### config.mk
export PLATFORM = sky130hd
export DESIGN_NAME = ps2_keybd_rx
export DESIGN_NICKNAME = d
export VERILOG_FILES = /design/src/rtl/ps2_keybd_rx_pkg.sv /design/src/rtl/ps2_keybd_rx_fifo.sv /design/src/rtl/ps2_keybd_rx.sv
export SDC_FILE = /design/constraint.sdc
export NUM_CORES = 1
export LEC_CHECK = 0
export ABC_AREA = 1
export BUFFER_PORTS_ARGS = -buffer_cell sky130_fd_sc_hd__buf_4
export CAP_MARGIN = 20
export CORE_UTILIZATION = 55
export CTS_BUF_LIST = sky130_fd_sc_hd__clkbuf_2 sky130_fd_sc_hd__clkbuf_4 sky130_fd_sc_hd__clkbuf_8
export CTS_CLUSTER_SIZE = 24
export DETAILED_ROUTE_END_ITERATION = 16
export PLACE_DENSITY_LB_ADDON = 0.08
export REMOVE_ABC_BUFFERS = 1
export SETUP_SLACK_MARGIN = 0.2
export SLEW_MARGIN = 20
export SYNTH_ARGS = -nofsm -noshare
export SYNTH_HDL_FRONTEND = slang
export SYNTH_SLANG_ARGS = --single-unit
### constraint.sdc
create_clock -name clk -period 2.8 [get_ports clk]
set_input_delay 0.56 -clock clk [delete_from_list [all_inputs] [get_ports clk]]
set_output_delay 0.56 -clock clk [all_outputs]
set_load 0.01 [all_outputs]
### src/rtl/ps2_keybd_rx_pkg.sv
// PS/2 receiver shared definitions: FSM state encodings, frame constants, parity helper.
package ps2_keybd_rx_pkg;

  typedef enum logic [1:0] {
    ST_IDLE   = 2'd0,
    ST_DATA   = 2'd1,
    ST_PARITY = 2'd2,
    ST_STOP   = 2'd3
  } ps2_state_t;

  localparam int   DATA_BITS = 8;
  localparam logic START_BIT = 1'b0;
  localparam logic STOP_BIT  = 1'b1;

  // Odd parity holds when data bits plus parity bit contain an odd number of ones.
  function automatic logic odd_parity_ok(input logic [DATA_BITS-1:0] d, input logic p);
    return ^{d, p};
  endfunction

endpackage

### src/rtl/ps2_keybd_rx_fifo.sv
// Synchronous FIFO for received scan codes; dout shows the head combinationally (zero when empty).
// Push while full is dropped unless a pop lands in the same cycle; pop while empty is ignored.
module ps2_fifo #(
  parameter int WIDTH = 8,
  parameter int AW    = 3
) (
  input  logic             clk,
  input  logic             rst,
  input  logic             push,
  input  logic [WIDTH-1:0] din,
  input  logic             pop,
  output logic [WIDTH-1:0] dout,
  output logic             empty,
  output logic             full
);

  logic [AW:0]      r_wptr;
  logic [AW:0]      r_rptr;
  logic [WIDTH-1:0] r_mem [2**AW];
  logic             w_wr;
  logic             w_rd;

  assign empty = (r_wptr == r_rptr);
  assign full  = (r_wptr[AW] != r_rptr[AW]) && (r_wptr[AW-1:0] == r_rptr[AW-1:0]);
  // A simultaneous pop frees the slot the push needs, so full+push+pop keeps both.
  assign w_wr  = push && (!full || pop);
  assign w_rd  = pop && !empty;
  assign dout  = empty ? '0 : r_mem[r_rptr[AW-1:0]];

  always_ff @(posedge clk or negedge rst) begin
    if (!rst) begin
      r_wptr <= '0;
      r_rptr <= '0;
    end else begin
      if (w_wr) r_wptr <= r_wptr + (AW+1)'(1);
      if (w_rd) r_rptr <= r_rptr + (AW+1)'(1);
    end
  end

  always_ff @(posedge clk) begin
    if (w_wr) r_mem[r_wptr[AW-1:0]] <= din;
  end

endmodule

### src/rtl/ps2_keybd_rx.sv
// PS/2 keyboard receiver: sync + falling-edge detect, 11-bit frame FSM, scan-code FIFO; rdy rises 4 clk after stop edge.
// Full FIFO drops new bytes. Define KEYBD_PARITY_CHECK_EN to discard frames with bad odd parity.
module ps2_keybd_rx
  import ps2_keybd_rx_pkg::*;
#(
  parameter int FIFO_AW     = 3,
  parameter int TIMEOUT_CYC = 50000
) (
  input  logic       clk,
  input  logic       rst,
  input  logic       done,
  output logic       rdy,
  output logic [7:0] dout,
  input  logic       keybd_clk,
  input  logic       keybd_data
);

  localparam int TO_W  = (TIMEOUT_CYC > 2) ? $clog2(TIMEOUT_CYC) : 1;
  localparam int CNT_W = $clog2(DATA_BITS);

  ps2_state_t         r_state;
  ps2_state_t         w_state_nxt;
  logic               r_clk_s1, r_clk_s2, r_clk_d;
  logic               r_dat_s1, r_dat_s2;
  logic [CNT_W-1:0]   r_cnt;
  logic [7:0]         r_sr;
  logic [TO_W-1:0]    r_to_cnt;
  logic               r_push;
  logic               w_fall;
  logic               w_dat;
  logic               w_to_hit;
  logic               w_good;
  logic               w_empty;
  logic               w_unused_full;
`ifdef KEYBD_PARITY_CHECK_EN
  logic               r_par;
`endif

  assign w_fall   = r_clk_d & ~r_clk_s2;
  assign w_dat    = r_dat_s2;
  assign w_to_hit = (r_to_cnt == TO_W'(TIMEOUT_CYC - 1));
`ifdef KEYBD_PARITY_CHECK_EN
  assign w_good   = (w_dat == STOP_BIT) && odd_parity_ok(r_sr, r_par);
`else
  assign w_good   = (w_dat == STOP_BIT);
`endif

  // Idle PS/2 lines are high, so synchronizers come out of reset at 1 to avoid a false edge.
  always_ff @(posedge clk or negedge rst) begin
    if (!rst) begin
      r_clk_s1 <= 1'b1;
      r_clk_s2 <= 1'b1;
      r_clk_d  <= 1'b1;
      r_dat_s1 <= 1'b1;
      r_dat_s2 <= 1'b1;
    end else begin
      r_clk_s1 <= keybd_clk;
      r_clk_s2 <= r_clk_s1;
      r_clk_d  <= r_clk_s2;
      r_dat_s1 <= keybd_data;
      r_dat_s2 <= r_dat_s1;
    end
  end

  always_ff @(posedge clk or negedge rst) begin
    if (!rst) r_state <= ST_IDLE;
    else      r_state <= w_state_nxt;
  end

  always_comb begin
    w_state_nxt = r_state;
    case (r_state)
      ST_IDLE:   if (w_fall && w_dat == START_BIT) w_state_nxt = ST_DATA;
      ST_DATA:   if (w_fall && r_cnt == CNT_W'(DATA_BITS - 1)) w_state_nxt = ST_PARITY;
      ST_PARITY: if (w_fall) w_state_nxt = ST_STOP;
      ST_STOP:   if (w_fall) w_state_nxt = ST_IDLE;
      default:   w_state_nxt = ST_IDLE;
    endcase
    if (r_state != ST_IDLE && !w_fall && w_to_hit) w_state_nxt = ST_IDLE;
  end

  always_ff @(posedge clk or negedge rst) begin
    if (!rst) begin
      r_cnt    <= '0;
      r_sr     <= '0;
      r_to_cnt <= '0;
      r_push   <= 1'b0;
`ifdef KEYBD_PARITY_CHECK_EN
      r_par    <= 1'b0;
`endif
    end else begin
      r_push <= 1'b0;
      if (w_fall || r_state == ST_IDLE) r_to_cnt <= '0;
      else if (!w_to_hit)               r_to_cnt <= r_to_cnt + TO_W'(1);
      if (w_fall) begin
        case (r_state)
          ST_IDLE: r_cnt <= '0;
          ST_DATA: begin
            r_sr  <= {w_dat, r_sr[7:1]};
            r_cnt <= r_cnt + CNT_W'(1);
          end
`ifdef KEYBD_PARITY_CHECK_EN
          ST_PARITY: r_par <= w_dat;
`endif
          ST_STOP: r_push <= w_good;
          default: ;
        endcase
      end
    end
  end

  ps2_fifo #(
    .WIDTH (8),
    .AW    (FIFO_AW)
  ) u_fifo (
    .clk   (clk),
    .rst   (rst),
    .push  (r_push),
    .din   (r_sr),
    .pop   (done),
    .dout  (dout),
    .empty (w_empty),
    .full  (w_unused_full)
  );

  assign rdy = ~w_empty;

endmodule

==> flow_summary.json, run 1 <==
{
  "core_area_um2": 8340,
  "root_buffer": "clkbuf_8",
  "ff2ff_setup_slack_ns": 1.04,
  "row_count": 33,
  "routedWlPerCell_um": 14.5,
  "insertedDiodeCount": 0,
  "cpMostUsedCell": "nand2_1",
  "critPathSlowestCell": "dfrtp_1",
  "max_cap_violations": 0,
  "hp-class": "input port to asynchronous set/reset pin",
  "cellPowerDensity_nw_per_um2": 905,
  "rsz0062_at_grt": "false",
  "critPathMaxFanout": 14,
  "yosysTopAreaCell": "edfxtp_1",
  "grt_pass1_wl_um": 15200,
  "worst-path-stages": 8,
  "start_util_pct": 57.9,
  "critPathBufInv": 2,
  "synthCells": 501,
  "crit_family": "simple AND/OR/NAND/NOR gates",
  "cts_max_level": 3,
  "seq_area_um2": 3000,
  "cp-end-kind": "primary output",
  "synth_top_area_share_pct": 39.8,
  "arrival_ns": 1.81,
  "first_iter_violations": 165,
  "syn_area_um2": 4830,
  "reg2reg_to": "r_to_cnt[2]$_DFFE_PN0N_",
  "first_pass_iters": 4,
  "path_cells": "inv_1 > nand2_1 > nand2_1 > nor2_2 > nand3_4 > nand2_1 > nor2_1 > buf_4",
  "clk_latency_ns": 0.37,
  "dieArea_um2": 9160,
  "drc": 0,
  "routed_wl_um": 9130,
  "worst_ir_drop_vdd_uv": 462,
  "grt_antenna_before_repair": 0,
  "ys_top_cells_by_area": "edfxtp_1, dfrtp_1, nor2_1",
  "finalMaxSlewViolations": 0,
  "hold_viol_final": 0,
  "gp_congestion": 0.869,
  "grt-ovfl-total": 0,
  "die_x_um": 95.7,
  "nNetsFinal": 535,
  "slew_headroom_pct": 64.1,
  "io_pins": 14,
  "holdBufCountCts": 0,
  "synth.distinct_cells": 30,
  "avgSynthCellArea_um2": 9.64,
  "vias_per_cell": 5.37,
  "post-cts-setup-buffer-count": 0,
  "finalCriticalPeriod_ns": 2.37,
  "tightest_slew_ns": 0.538,
  "clk_path_buf_depth": 2,
  "area_delta_synth_final_pct": 8.70,
  "fin_util_pct": 63.0,
  "yosys_most_used_dff": "edfxtp_1",
  "clock_skew_ns": 0.0139,
  "yosysWarnings": 0,
  "regToRegStartpoint": "r_state[0]$_DFFE_PN0P_",
  "multiInputGateArea_um2": 1620,
  "startpoint_type": "register",
  "drtAntennaViolNets": 0,
  "max_stage_delay_ns": 0.50,
  "die_h_um": 95.7,
  "worstSetupPathType": "register to primary output",
  "synth-edff-count": 64,
  "dp_cells": 614,
  "dp_hpwl_um": 6030,
  "p_leak_uw": 0.00213,
  "async_flop_share_pct": 40.2,
  "grt_use_total_pct": 22.2,
  "max_freq_mhz": 423,
  "path_clk_slew_ns": 0.11,
  "reg2regPathDepth": 5,
  "fill_cells": 704,
  "setup_viol": 0,
  "cts-buffers-inserted": 9,
  "drive_above_1_share_pct": 10.9,
  "ys_seq_area_share_pct": 62.2,
  "outcome": "finished, final reports clean",
  "route.vias.total": 3384,
  "cts_tree": "yes",
  "portBuffers": 13,
  "grt_max_degree": 44,
  "required_ns": 2.24,
  "layout.cells.non_filler": 630,
  "numClockSinks": 107,
  "fin_setup_tns_ns": 0,
  "grt_pass1_vias": 3295,
  "ys_ff_latch": 107,
  "fin_crit_sh_pct": 84.5
}
## per-stage QoR
step | setup slack [ns] | hold slack, ns | total power (µW) | area, µm²
2_1_floorplan | 0.368 | 0.264 | 3240 | 4730
4_1_cts | 0.310 | 0.178 | 4780 | 5240
3_5_place_dp | 0.719 | 0.347 | 3910 | 5060
6_report | 0.434 | 0.169 | 4760 | 5250
5_1_grt | 0.293 | 0.209 | 5120 | 5250
3_3_place_gp | 0.791 | 0.345 | 3850 | 5060
## how the worst max path moves through the flow
stage | from | endpoint | slack, ns
2_1_floorplan | u_fifo.r_rptr[0]$_DFFE_PN0P_ | dout[0] | 0.37
3_3_place_gp | u_fifo.r_rptr[0]$_DFFE_PN0P_ | dout[6] | 0.79
3_5_place_dp | u_fifo.r_wptr[1]$_DFFE_PN0P_ | dout[0] | 0.72
4_1_cts | u_fifo.r_wptr[1]$_DFFE_PN0P_ | dout[0] | 0.31
5_1_grt | u_fifo.r_rptr[0]$_DFFE_PN0P_ | dout[6] | 0.29
6_report | u_fifo.r_wptr[1]$_DFFE_PN0P_ | dout[0] | 0.43
## worst register-to-register path: cells and delay by family (launching register included)
family | cells | cell delay, ns
flip-flops | 1 | 0.42
adder cells (fa/ha/maj) | 1 | 0.25
AO/OA/AOI/OAI | 1 | 0.24
AND/OR/NAND/NOR | 1 | 0.41
buffers and inverters | 2 | 0.36
## logic make-up after synthesis
group | after synthesis | synth area share (%)
DFF | 107 | 62.2
adders and majority gates | 10 | 2.59
and+or+nand+nor | 268 | 23.0
xor gates and xnor gates | 6 | 1.09
muxes | 1 | 0.233
buffers and inverters | 48 | 4.38
AOI/OAI and AO/OA | 61 | 6.53
## report_power, final
part / leakage, µW / internal (µW) / switching, µW
Sequential: 0.00113 / 1960 / 244
Combinational: 0.000907 / 641 / 1030
Clock: 0.0000902 / 338 / 537
## cell usage after synthesis, types with 2 or more instances
library cell	instances
xor2_1	5
dfstp_2	5
o21ai_0	46
ha_1	10
or2_2	2
edfxtp_1	64
nor3_1	5
nand4_1	6
buf_4	2
a21oi_1	6
inv_1	27
nor2_2	2
nor2_1	119
o21ai_1	5
buf_2	12
dfrtp_1	38
nand3_1	40
nand2_1	90
inv_2	3
o21bai_1	3
nand3_2	2
## cell type report
| type | instances | share of cell area, % |
|---|---|---|
| sequential | 107 | 57.2 |
| timing repair buffer | 26 | 3.79 |
| multi-input combinational | 346 | 30.9 |
| inverter | 30 | 2.14 |
| clock buffer | 9 | 2.36 |
| clock inverter | 7 | 1.10 |
| tap | 105 | 2.50 |
## layer usage
metal	wire length [µm]	share of wire, %	track usage (%)	up-vias
met5	0	0	0	-
met4	111	1.2	7.71	0
met3	357	3.9	3.08	12
met2	4490	49	39.8	64
met1	4170	46	27.6	1604
li1	-	-	-	1704
## placed cells by master, fill, tap and decap left out, types with 2 or more instances in the layout
master | netlist | final
dfrtp_1 | 38 | 38
dfstp_2 | 5 | 5
nor2_2 | 2 | 2
nand2_1 | 90 | 90
nand4_1 | 6 | 6
xor2_1 | 5 | 5
ha_1 | 10 | 10
clkbuf_8 | 0 | 9
o21ai_0 | 46 | 46
a21oi_1 | 6 | 6
nand3_1 | 40 | 40
inv_6 | 0 | 3
buf_4 | 2 | 25
o21ai_1 | 5 | 5
nor3_1 | 5 | 5
o21bai_1 | 3 | 3
edfxtp_1 | 64 | 64
or2_2 | 2 | 2
nor2_1 | 119 | 119
inv_2 | 3 | 3
inv_1 | 27 | 27
## registers in the layout, indices dropped and copies added, names as in the netlist
name,count
u_fifo.r_rptr,4
r_clk_s2,1
r_to_cnt,16
r_clk_s1,1
r_clk_d,1
r_dat_s2,1
u_fifo.r_wptr,4
r_sr,8
r_dat_s1,1
r_cnt,3
r_push,1
u_fifo.r_mem,64
r_state,2
## what timing repair did
item	4_1_cts	5_1_grt
hold endpoints to repair	0	0
setup endpoints to repair	0	8
gates resized for setup	0	2
Note: power is estimated with default switching activity, not from simulation.
==> run 2: changes to the inputs <==
==> constraint.sdc (replaced) <==
create_clock -name clk -period 1.9 [get_ports clk]
set_input_delay 0.38 -clock clk [delete_from_list [all_inputs] [get_ports clk]]
set_output_delay 0.38 -clock clk [all_outputs]
set_load 0.01 [all_outputs]
==> flow_summary.json, run 2 (synthesis results as in run 1) <==
{
  "outcome": "finished with violations",
  "violations": "hold timing, setup timing",
  "insertedDiodeCount": 0,
  "required_ns": 1.52,
  "path_clk_slew_ns": 0.11,
  "hp-class": "input port to asynchronous set/reset pin",
  "ff2ff_setup_slack_ns": 0.01,
  "drtAntennaViolNets": 0,
  "fin_setup_tns_ns": -2.01,
  "grt_max_degree": 44,
  "first_pass_iters": 5,
  "root_buffer": "clkbuf_8",
  "portBuffers": 13,
  "crit_start": "u_fifo.r_rptr[0]$_DFFE_PN0P_",
  "path_cells": "inv_2 > nand2_1 > nand2_1 > nor2_2 > nand3_2 > buf_8 > nand2_2 > nor2_1 > buf_4",
  "rsz0062_at_grt": "true",
  "numClockSinks": 107,
  "critPathSlowestCell": "dfrtp_2",
  "critPathBufInv": 3,
  "cp-end-kind": "primary output",
  "place_area_um2": 5130,
  "setup_viol": 9,
  "die_h_um": 95.7,
  "cellPowerDensity_nw_per_um2": 1380,
  "dieArea_um2": 9160,
  "fin_crit_sh_pct": 112,
  "nNetsFinal": 552,
  "route.vias.total": 3427,
  "crit_family": "flip-flops",
  "max_stage_delay_ns": 0.51,
  "cts_max_level": 3,
  "layout_commonest_cell": "nor2_1",
  "fin_ws_ns": -0.237,
  "hold_viol_final": 12,
  "grt_pass1_wl_um": 14800,
  "reg2regPathDepth": 10,
  "routed_wl_um": 9200,
  "clock_skew_ns": 0.0152,
  "whs_ns": -0.00623,
  "start_util_pct": 57.9,
  "p_leak_uw": 0.00225,
  "crit_path_end": "dout[2]",
  "tightest_slew_ns": 0.544,
  "grt_use_total_pct": 21.5,
  "worst_ir_drop_vdd_uv": 682,
  "reg2reg_to": "u_fifo.r_mem[3][1]$_DFFE_PP_",
  "dp_hpwl_um": 6090,
  "layout.cells.non_filler": 647,
  "dp_cells": 624,
  "worst-path-stages": 9,
  "cts-buffers-inserted": 9,
  "arrival_ns": 1.76,
  "drc": 0,
  "drive_above_1_share_pct": 17.9,
  "gp_congestion": 0.893,
  "vias_per_cell": 5.30,
  "area_delta_synth_final_pct": 15.1,
  "grt_pass1_vias": 3161,
  "row_count": 33,
  "slew_headroom_pct": 63.7,
  "startpoint_type": "register",
  "holdBufCountCts": 0,
  "routedWlPerCell_um": 14.2,
  "regToRegStartpoint": "u_fifo.r_rptr[0]$_DFFE_PN0P_",
  "grt_antenna_before_repair": 0,
  "clk_path_buf_depth": 2,
  "first_iter_violations": 103,
  "final_cell_mix": "nor2_1, nand2_1, edfxtp_1",
  "clk_latency_ns": 0.36,
  "die_x_um": 95.7,
  "io_pins": 14,
  "max_cap_violations": 0,
  "max_freq_mhz": 468,
  "critPathMaxFanout": 8,
  "design_area_um2": 5560,
  "finalCriticalPeriod_ns": 2.14,
  "largest_reg_flops": 64,
  "worstSetupPathType": "register to primary output",
  "post-place-ws_ns": 0.0923,
  "cpMostUsedCell": "nand2_1",
  "core_area_um2": 8340,
  "finalMaxSlewViolations": 0,
  "grt-ovfl-total": 0,
  "fin_util_pct": 66.7,
  "cts_tree": "yes"
}
==> run 2: per-stage QoR <==
stage / hold slack, ns / power, µW
after floorplan: 0.0844 / 4770
after global placement: 0.346 / 5790
after detailed placement: 0.347 / 5870
after CTS: 0.00568 / 7380
after global routing: 0.0258 / 8250
final: -0.00623 / 7690
==> run 2: how the worst min path moves through the flow <==
stage	to	slack, ns	from
floorplan	r_cnt[0]$_DFFE_PN0P_	0.08	rst
global placement	r_dat_s2$_DFF_PN1_	0.35	r_dat_s1$_DFF_PN1_
detailed placement	r_clk_s2$_DFF_PN1_	0.35	r_clk_s1$_DFF_PN1_
CTS	r_state[0]$_DFFE_PN0P_	0.006	rst
global route	r_cnt[0]$_DFFE_PN0P_	0.03	rst
finish	r_to_cnt[10]$_DFFE_PN0N_	-0.006	rst
==> run 2: final cells by class <==
class | instances | area (µm²)
clock inverter | 7 | 72.6
tap | 105 | 131
timing repair buffer | 43 | 419
clock buffer | 9 | 124
multi-input combinational | 346 | 1700
sequential | 107 | 3010
fill | 664 | 2780
inverter | 30 | 113
==> run 2: timing repair <==
item	4_1_cts	5_1_grt
buffers inserted	2	4
pin swaps	1	5
cloned	0	1
gates resized for setup	18	39
endpoints found under the setup margin	9	91
==> run 2: layer usage <==
metal	global-route usage [%]	wire (µm)	up-vias
met2	38.2	4700	73
met5	0	0	-
li1	-	-	1741
met1	27.3	4090	1602
met3	2.61	302	11
met4	7.71	119	0
==> run 2: power breakdown <==
group,total [µW],internal [µW],switching [µW]
clock,1350,521,831
sequential,3260,2890,367
combinational,3080,1370,1710
total,7690,4780,2910
